### config.mk
export PLATFORM = sky130hd
export DESIGN_NAME = commit_trace_fifo_flat
export DESIGN_NICKNAME = d
export VERILOG_FILES = /design/src/rtl/commit_trace_fifo_pkg.sv /design/src/rtl/commit_trace_fifo_if.sv /design/src/rtl/sync_fifo_fwft.sv /design/src/rtl/commit_trace_fifo.sv /design/src/flat_wrapper.sv
export SDC_FILE = /design/constraint.sdc
export NUM_CORES = 1
export LEC_CHECK = 0
export ABC_AREA = 1
export BUFFER_PORTS_ARGS = -buffer_cell sky130_fd_sc_hd__clkbuf_2
export CAP_MARGIN = 20
export CORE_MARGIN = 2
export CORE_UTILIZATION = 45
export CTS_BUF_LIST = sky130_fd_sc_hd__clkbuf_4 sky130_fd_sc_hd__clkbuf_8 sky130_fd_sc_hd__clkbuf_16
export DETAILED_ROUTE_END_ITERATION = 7
export PLACE_DENSITY = 0.58
export SYNTH_ARGS = -nofsm -noshare
export SYNTH_HDL_FRONTEND = slang
export SYNTH_SLANG_ARGS = --single-unit
### constraint.sdc
create_clock -name clock -period 5.9 [get_ports clock]
set_input_delay 0.885 -clock clock [delete_from_list [all_inputs] [get_ports clock]]
set_output_delay 0.885 -clock clock [all_outputs]
set_load 0.02 [all_outputs]
### src/rtl/commit_trace_fifo_pkg.sv
// Shared trace-entry layout and default sizing for the commit trace FIFO.
// Processor-side and harness-side code both import this package.
package commit_trace_fifo_pkg;

  localparam int DEF_DEPTH  = 16;
  localparam int DEF_CYC_W  = 16;
  localparam int DEF_DROP_W = 8;

  localparam logic [4:0] REG_ZERO = 5'd0;

  localparam int ENTRY_W = DEF_CYC_W + 37;

  typedef struct packed {
    logic [DEF_CYC_W-1:0] cycle;
    logic [4:0]           rd;
    logic [31:0]          data;
  } trace_entry_t;

  function automatic int entry_w(input int cyc_w);
    return cyc_w + 37;
  endfunction

endpackage

### src/rtl/commit_trace_fifo_if.sv
// Write-port snoop inputs and trace drain outputs of the commit monitor.
// master = processor/harness side, slave = the monitor.
interface commit_trace_fifo_if
  import commit_trace_fifo_pkg::*;
#(
  parameter int DEPTH  = DEF_DEPTH,
  parameter int CYC_W  = DEF_CYC_W,
  parameter int DROP_W = DEF_DROP_W
);

  logic                     capture_en;
  logic                     ctrl_writeEnable;
  logic [4:0]               ctrl_writeReg;
  logic [31:0]              data_writeReg;
  logic                     out_ready;
  logic                     out_valid;
  logic [CYC_W-1:0]         out_cycle;
  logic [4:0]               out_rd;
  logic [31:0]              out_data;
  logic [$clog2(DEPTH):0]   count;
  logic                     overflow;
  logic [DROP_W-1:0]        dropped;

  modport master (
    output capture_en,
    output ctrl_writeEnable,
    output ctrl_writeReg,
    output data_writeReg,
    output out_ready,
    input  out_valid,
    input  out_cycle,
    input  out_rd,
    input  out_data,
    input  count,
    input  overflow,
    input  dropped
  );

  modport slave (
    input  capture_en,
    input  ctrl_writeEnable,
    input  ctrl_writeReg,
    input  data_writeReg,
    input  out_ready,
    output out_valid,
    output out_cycle,
    output out_rd,
    output out_data,
    output count,
    output overflow,
    output dropped
  );

endinterface

### src/rtl/sync_fifo_fwft.sv
// Generic synchronous first-word-fall-through FIFO with explicit occupancy.
// Push when full is accepted only if a pop happens on the same edge.
module sync_fifo_fwft #(
  parameter int WIDTH = 8,
  parameter int DEPTH = 16
) (
  input  logic                     clock,
  input  logic                     reset,
  input  logic                     push,
  input  logic                     pop,
  input  logic [WIDTH-1:0]         din,
  output logic [WIDTH-1:0]         dout,
  output logic                     valid,
  output logic                     full,
  output logic [$clog2(DEPTH):0]   count
);

  localparam int AW = $clog2(DEPTH);

  logic [WIDTH-1:0] mem [DEPTH];
  logic [AW-1:0]    wr_ptr;
  logic [AW-1:0]    rd_ptr;
  logic [AW:0]      cnt;
  logic             do_push;
  logic             do_pop;

  assign valid   = (cnt != '0);
  assign full    = (cnt == (AW+1)'(DEPTH));
  assign do_pop  = pop && valid;
  assign do_push = push && (!full || do_pop);
  assign count   = cnt;
  assign dout    = valid ? mem[rd_ptr] : '0;

  always_ff @(posedge clock) begin
    if (reset) begin
      wr_ptr <= '0;
      rd_ptr <= '0;
      cnt    <= '0;
    end else begin
      if (do_push) wr_ptr <= wr_ptr + AW'(1);
      if (do_pop)  rd_ptr <= rd_ptr + AW'(1);
      unique case (1'b1)
        (do_push && !do_pop): cnt <= cnt + (AW+1)'(1);
        (do_pop && !do_push): cnt <= cnt - (AW+1)'(1);
        default:              cnt <= cnt;
      endcase
    end
  end

  // Storage carries no reset; emptiness is tracked by cnt alone.
  always_ff @(posedge clock) begin
    if (do_push && !reset) mem[wr_ptr] <= din;
  end

endmodule

### src/rtl/commit_trace_fifo.sv
// Commit monitor: timestamps register-file writes to r1..r31 and buffers
// them in a FWFT FIFO, with sticky overflow and saturating drop count.
module commit_trace_fifo
  import commit_trace_fifo_pkg::*;
#(
  parameter int DEPTH  = DEF_DEPTH,
  parameter int CYC_W  = DEF_CYC_W,
  parameter int DROP_W = DEF_DROP_W
) (
  input  logic                 clock,
  input  logic                 reset,
  commit_trace_fifo_if.slave   bus
);

  localparam int EW = entry_w(CYC_W);

  logic [CYC_W-1:0]  cyc_q;
  logic              push_req;
  logic              full;
  logic              drop;
  logic              ovf_q;
  logic [DROP_W-1:0] drop_q;
  logic [EW-1:0]     din;
  logic [EW-1:0]     dout;

  assign push_req = bus.capture_en && bus.ctrl_writeEnable
                 && (bus.ctrl_writeReg != REG_ZERO);

  // A full FIFO still accepts the push when the head leaves on this edge.
  assign drop = push_req && full && !(bus.out_valid && bus.out_ready);

  assign din = {cyc_q, bus.ctrl_writeReg, bus.data_writeReg};
  assign {bus.out_cycle, bus.out_rd, bus.out_data} = dout;
  assign bus.overflow = ovf_q;
  assign bus.dropped  = drop_q;

  always_ff @(posedge clock) begin
    if (reset) cyc_q <= '0;
    else       cyc_q <= cyc_q + CYC_W'(1);
  end

  always_ff @(posedge clock) begin
    if (reset) begin
      ovf_q  <= 1'b0;
      drop_q <= '0;
    end else if (drop) begin
      ovf_q <= 1'b1;
      if (drop_q != '1) drop_q <= drop_q + DROP_W'(1);
    end
  end

  sync_fifo_fwft #(
    .WIDTH (EW),
    .DEPTH (DEPTH)
  ) u_fifo (
    .clock (clock),
    .reset (reset),
    .push  (push_req),
    .pop   (bus.out_ready),
    .din   (din),
    .dout  (dout),
    .valid (bus.out_valid),
    .full  (full),
    .count (bus.count)
  );

endmodule

### src/flat_wrapper.sv
// flat-port wrapper written by rule: the top's interface ports become plain ports
module commit_trace_fifo_flat import commit_trace_fifo_pkg::*;
#(
  parameter int DEPTH  = DEF_DEPTH,
  parameter int CYC_W  = DEF_CYC_W,
  parameter int DROP_W = DEF_DROP_W
)
  (clock, reset, bus_capture_en, bus_ctrl_writeEnable, bus_ctrl_writeReg, bus_data_writeReg, bus_out_ready, bus_out_valid, bus_out_cycle, bus_out_rd, bus_out_data, bus_count, bus_overflow, bus_dropped);
  commit_trace_fifo_if #(.DEPTH(DEPTH), .CYC_W(CYC_W), .DROP_W(DROP_W)) bus_i ();
  input  logic clock;
  input  logic reset;
  input wire logic [$bits(bus_i.capture_en)-1:0] bus_capture_en;
  input wire logic [$bits(bus_i.ctrl_writeEnable)-1:0] bus_ctrl_writeEnable;
  input wire logic [$bits(bus_i.ctrl_writeReg)-1:0] bus_ctrl_writeReg;
  input wire logic [$bits(bus_i.data_writeReg)-1:0] bus_data_writeReg;
  input wire logic [$bits(bus_i.out_ready)-1:0] bus_out_ready;
  output wire logic [$bits(bus_i.out_valid)-1:0] bus_out_valid;
  output wire logic [$bits(bus_i.out_cycle)-1:0] bus_out_cycle;
  output wire logic [$bits(bus_i.out_rd)-1:0] bus_out_rd;
  output wire logic [$bits(bus_i.out_data)-1:0] bus_out_data;
  output wire logic [$bits(bus_i.count)-1:0] bus_count;
  output wire logic [$bits(bus_i.overflow)-1:0] bus_overflow;
  output wire logic [$bits(bus_i.dropped)-1:0] bus_dropped;
  assign bus_i.capture_en = bus_capture_en;
  assign bus_i.ctrl_writeEnable = bus_ctrl_writeEnable;
  assign bus_i.ctrl_writeReg = bus_ctrl_writeReg;
  assign bus_i.data_writeReg = bus_data_writeReg;
  assign bus_i.out_ready = bus_out_ready;
  assign bus_out_valid = bus_i.out_valid;
  assign bus_out_cycle = bus_i.out_cycle;
  assign bus_out_rd = bus_i.out_rd;
  assign bus_out_data = bus_i.out_data;
  assign bus_count = bus_i.count;
  assign bus_overflow = bus_i.overflow;
  assign bus_dropped = bus_i.dropped;
  commit_trace_fifo #(.DEPTH(DEPTH), .CYC_W(CYC_W), .DROP_W(DROP_W)) u_core (.clock(clock), .reset(reset), .bus(bus_i));
endmodule
### Word level (Yosys, flattened, before mapping)

Memories as Yosys holds them, arrays and structs flattened. A register that Yosys moved wholly into a read port is not among the register bits.
Index checks and enable logic that the tools add are counted.

* register bits after elaboration: 38
* bits in writable memories: 848
* output and inout bits: 68
* word-level logic and storage cells: 39
* memories: 1

Memory list
* u_core.u_fifo.mem: words 16, width 53, read ports 1, clocked after memory_dff 1, write ports 1, line sync_fifo_fwft.sv:20 `logic [WIDTH-1:0] mem [DEPTH];`

* $add $sub $neg: 6
* eq/ne operators: 2
* mux-type cells: 6
* reduce and logical (&&, ||, !) cells: 18

Operators by type and width (number)
* $mux W53: 1
* $add A16 B1 Y16 const B: 1
* $pmux W5 S2: 1
* $reduce_bool A5 Y1: 2
* $logic_and A1 B1 Y1: 9
* $add A4 B1 Y4 const B: 2
* $add A8 B1 Y8 const B: 1
* $mux W4: 2
* $ne A8 B8 Y1 const B: 1
* $add A5 B1 Y5 const B: 1
* $eq A5 B5 Y1 const B: 1
* $sub A5 B1 Y5 const B: 1
* $logic_not A1 Y1: 4
* $mux W1: 2
* $reduce_and A2 Y1: 1
* $reduce_bool A2 Y1: 1
* $logic_or A1 B1 Y1: 1

### Longest topological paths before layout

* word-level depth: 7
* depth in mapped cells: 17

### Modules after synthesis

Synthesis repeated with hierarchy kept, for this count alone.

* cells, all modules: 2764
* area, all modules: 35471.5 um2

By module, submodules not included
* sync_fifo_fwft: times used 1, cells an instance 2590, area an instance 34226.6 um2, seq. area each 25804.7 um2
* commit_trace_fifo: times used 1, cells an instance 174, area an instance 1244.9 um2, seq. area each 500.5 um2

### Least setup slack after synthesis

No wires, ideal clock.

* path kind: input -> register
* start: input bus_ctrl_writeReg[3]
* end: memory u_core.u_fifo.mem[3][0] (netlist bit), enable pin
* library setup time: 529 ps
* arrival time: 4986 ps
* path slack: 385 ps
* stages on the path: 6
* cell sequence: nor2_1 > nand3_1 > nand2_1 > nor2_1 > nand2_1 > nor3_1

* longest elaborated chain between the ends: 6

RTL lines
* start: declaration: line flat_wrapper.sv:14 `input wire logic [$bits(bus_i.ctrl_writeReg)-1:0] bus_ctrl_writeReg;`
* $reduce_bool A5 Y1: line commit_trace_fifo.sv:27 `&& (bus.ctrl_writeReg != REG_ZERO);`
* $logic_and A1 B1 Y1: line commit_trace_fifo.sv:27
* $logic_and A1 B1 Y1: line sync_fifo_fwft.sv:30 `assign do_push = push && (!full || do_pop);`
* $logic_and A1 B1 Y1: line sync_fifo_fwft.sv:52 `if (do_push && !reset) mem[wr_ptr] <= din;`
* $mux W1: line sync_fifo_fwft.sv:52
* $mux W1 (not written as such): line sync_fifo_fwft.sv:52
* end: declaration: line sync_fifo_fwft.sv:20

No other way between the ends.

==> impl_metrics.env <==
export IMPL_outcome="finished clean"
export IMPL_numCtsBuffers=90
export IMPL_crit_fanout=71
export IMPL_globalRoute_totalOverflow=0
export IMPL_switching_share_pct=31.4
export IMPL_p_leak_uw=0.0127
export IMPL_synth_distinct_cells=28
export IMPL_die_h_um=284
export IMPL_wirelength_um=88900
export IMPL_num_io_pins=110
export IMPL_drv_slew=0
export IMPL_cts_tree="built"
export IMPL_slowest_delay_ns=0.78
export IMPL_cts_resized=0
export IMPL_via_per_inst=5.67
export IMPL_die_area_mm2=0.0808
export IMPL_cap_viol_max_count=0
export IMPL_syn_area_per_cell_um2=12.9
export IMPL_seq_power_share_pct=42.9
export IMPL_startpoint_type="flop"
export IMPL_peakVddDrop_mv=0.370
export IMPL_worstPathRequired_ns=5.02
export IMPL_slew_headroom_pct=16.5
export IMPL_start_util_pct=45.5
export IMPL_fin_nets=2863
export IMPL_syn_area_mm2=0.0353
export IMPL_grt_first_pass_wirelength_um=135000
export IMPL_clkPwrFrac_pct=34.0
export IMPL_path_cells="clkinv_2 > buf_4 > o211ai_1 > nand3_1 > a21oi_1 > clkbuf_2"
export IMPL_dp_hpwl_um=44300
export IMPL_hold_buffers=0
export IMPL_clockRootBuffer="clkbuf_16"
export IMPL_clock_skew_ns=0.0194
export IMPL_p_int_uw=11300
export IMPL_period_minus_slack_ns=4.62
export IMPL_rsz0062_at_grt="false"
export IMPL_gp_congestion=0.757
export IMPL_tightest_slew_ns=1.25
export IMPL_hold_path_startpoint="u_core.bus.overflow"
export IMPL_clk_pin_slew_ns=0.06
export IMPL_insertion_delay_ns=0.64
export IMPL_critical_path_class="reg -> out"
export IMPL_setup_viol=0
export IMPL_io_buffers=109
export IMPL_setup_tns_final_ns=0
export IMPL_cts_buffer_depth=3
export IMPL_area_growth_pct=12.6
export IMPL_crit_arrival_ns=3.73
export IMPL_r2r_slack_ns=2.97
export IMPL_rr_endpoint="u_core.u_fifo.mem[6][10]"
export IMPL_yosysWarningCount=0
export IMPL_vias=22244
export IMPL_grt_use_total_pct=21.8
export IMPL_drt_first_pass_iters=6
export IMPL_synthesis_instances=2749
export IMPL_grt_max_degree=257
export IMPL_cts_sinks=890
export IMPL_r2r_cells=7
export IMPL_row_count=102
export IMPL_ys_seq_elements=890
export IMPL_switching_power_uw=5170
export IMPL_hold_path_end="u_core.bus.overflow"
export IMPL_finalHoldViolations=0
export IMPL_holdPathStages=2
export IMPL_post_cts_buffers=0
export IMPL_route_detailed_drc=0
export IMPL_fmax_ghz=0.217
export IMPL_htree_levels=3
export IMPL_fp_dieW_um=284
export IMPL_antenna_found_initial=1
export IMPL_antenna_left=0
export IMPL_hold_path_class="reg -> reg"
export IMPL_grt_pass1_vias=21658
export IMPL_yosysSeqAreaShare_pct=74.4
export IMPL_post_route_period_util_pct=78.3
export IMPL_power_density_mw_per_mm2=414
export IMPL_power_frac_comb_pct=23.0
export IMPL_slowest_stage="dfxtp_4"
export IMPL_end_kind="primary output"
export IMPL_wl_per_cell_um=22.7
export IMPL_core_area_mm2=0.0776
export IMPL_r2r_start="u_core.u_fifo.count[0]"
export IMPL_drtIter0Drc=2195
export IMPL_synth_fp_nets=2802
export IMPL_final_util_pct=51.3
export IMPL_layout_drive_gt1_share_pct=11.2
## worst max path at each step
stage,depth (start not counted),slack [ns],start,end
2_1_floorplan,6,0.38,bus_ctrl_writeReg[3],u_core.u_fifo.mem[3][0]
3_3_place_gp,6,1.96,flop,bus_out_cycle[7]
3_5_place_dp,6,2.00,flop,bus_out_cycle[7]
4_1_cts,6,1.31,flop,bus_out_cycle[7]
5_1_grt,7,1.17,flop,bus_out_cycle[7]
6_report,6,1.28,flop,bus_out_cycle[7]
## power by group through the flow
stage | clock, uW | combinational [uW] | sequential (uW)
6_report | 5600 | 3790 | 7070
4_1_cts | 5710 | 3830 | 7070
5_1_grt | 5960 | 4210 | 7080
2_1_floorplan | 0 | 2710 | 7130
3_5_place_dp | 0 | 3810 | 7200
3_3_place_gp | 0 | 3770 | 7200
## cell usage after synthesis
master / n / area, um2
xnor2_1: 2 / 17.5
inv_1: 40 / 150
nor2_1: 683 / 2560
o221ai_1: 10 / 87.6
nand2_1: 51 / 191
buf_1: 15 / 56.3
a21oi_1: 78 / 390
edfxtp_1: 848 / 25500
or2_2: 1 / 6.26
fa_1: 1 / 20.0
nand4_1: 8 / 50.1
buf_6: 21 / 236
o21bai_1: 1 / 7.51
xor2_1: 4 / 35.0
buf_2: 19 / 95.1
o211ai_1: 202 / 1520
buf_4: 21 / 158
o21ai_0: 363 / 1820
clkbuf_1: 106 / 398
clkinv_1: 1 / 3.75
ha_1: 10 / 125
nor3b_1: 1 / 7.51
nor4_1: 1 / 6.26
nor3_1: 11 / 55.1
inv_2: 4 / 15.0
dfxtp_1: 42 / 841
o21ai_1: 125 / 626
nand3_1: 80 / 400
## cells by family after synthesis
logic type,count (synthesis),share of synthesized area [%]
DFF,890,74.4
and+or+nand+nor,836,9.28
AOI/OAI and AO/OA,779,12.6
buffers and inverters,227,3.15
adders and majority gates,11,0.411
xor gates and xnor gates,6,0.149
## per-stage QoR
stage	power, uW	hold WS, ns	area [um2]	setup slack (ns)	std cells
global route	17200	0.533	39800	1.17	3921
global placement	11000	0.460	36800	1.96	3757
CTS	16600	0.498	39800	1.31	3919
detailed placement	11000	0.485	36800	2.00	3757
finish	16500	0.498	39800	1.28	3921
floorplan	9840	0.447	35300	0.385	2749
## metal layers
layer  wire length [um]  vias up  global-route usage (%)  part of all wire, %
met5                  0        -                       0                    0
met2              42500      662                    35.8                   48
met4               1550        0                    5.36                  1.7
met1              40200    11222                    31.1                   45
met3               4610      111                    2.58                  5.2
li1                   -    10249                       -                    -
## sequential cells by signal (all words and copies together) (netlist names), named ones only
register / flops
u_core.u_fifo.wr_ptr: 4
u_core.u_fifo.rd_ptr: 4
u_core.u_fifo.count: 5
u_core.bus.dropped: 8
u_core.bus.overflow: 1
u_core.cyc_q: 16
u_core.u_fifo.mem: 848
## layout make-up
type / instances / area, um2
Timing Repair Buffer: 151 / 1020
Antenna cell: 1 / 2.50
Sequential cell: 890 / 26300
Clock inverter: 33 / 297
Fill cell: 6686 / 37800
Clock buffer: 129 / 2640
Inverter: 45 / 180
Tap cell: 1040 / 1300
Multi-Input combinational cell: 1632 / 8030
## placed cells by master (no fill, tap or decap), types with 40 or more instances in the layout
cell,n
edfxtp_1,848
nor2_1,671
o21ai_0,363
o211ai_1,202
o21ai_1,125
clkbuf_2,109
clkbuf_16,93
nand3_1,80
a21oi_1,78
nand2_1,51
inv_1,40
## critical path, delay by kind of cell (launching register included)
kind            cells  cell delay (ns)
flops               1             0.78
compound gates      2             0.88
buf+inv             3             1.23
simple gates        1             0.12
Note: power is estimated with default switching activity, not from simulation.
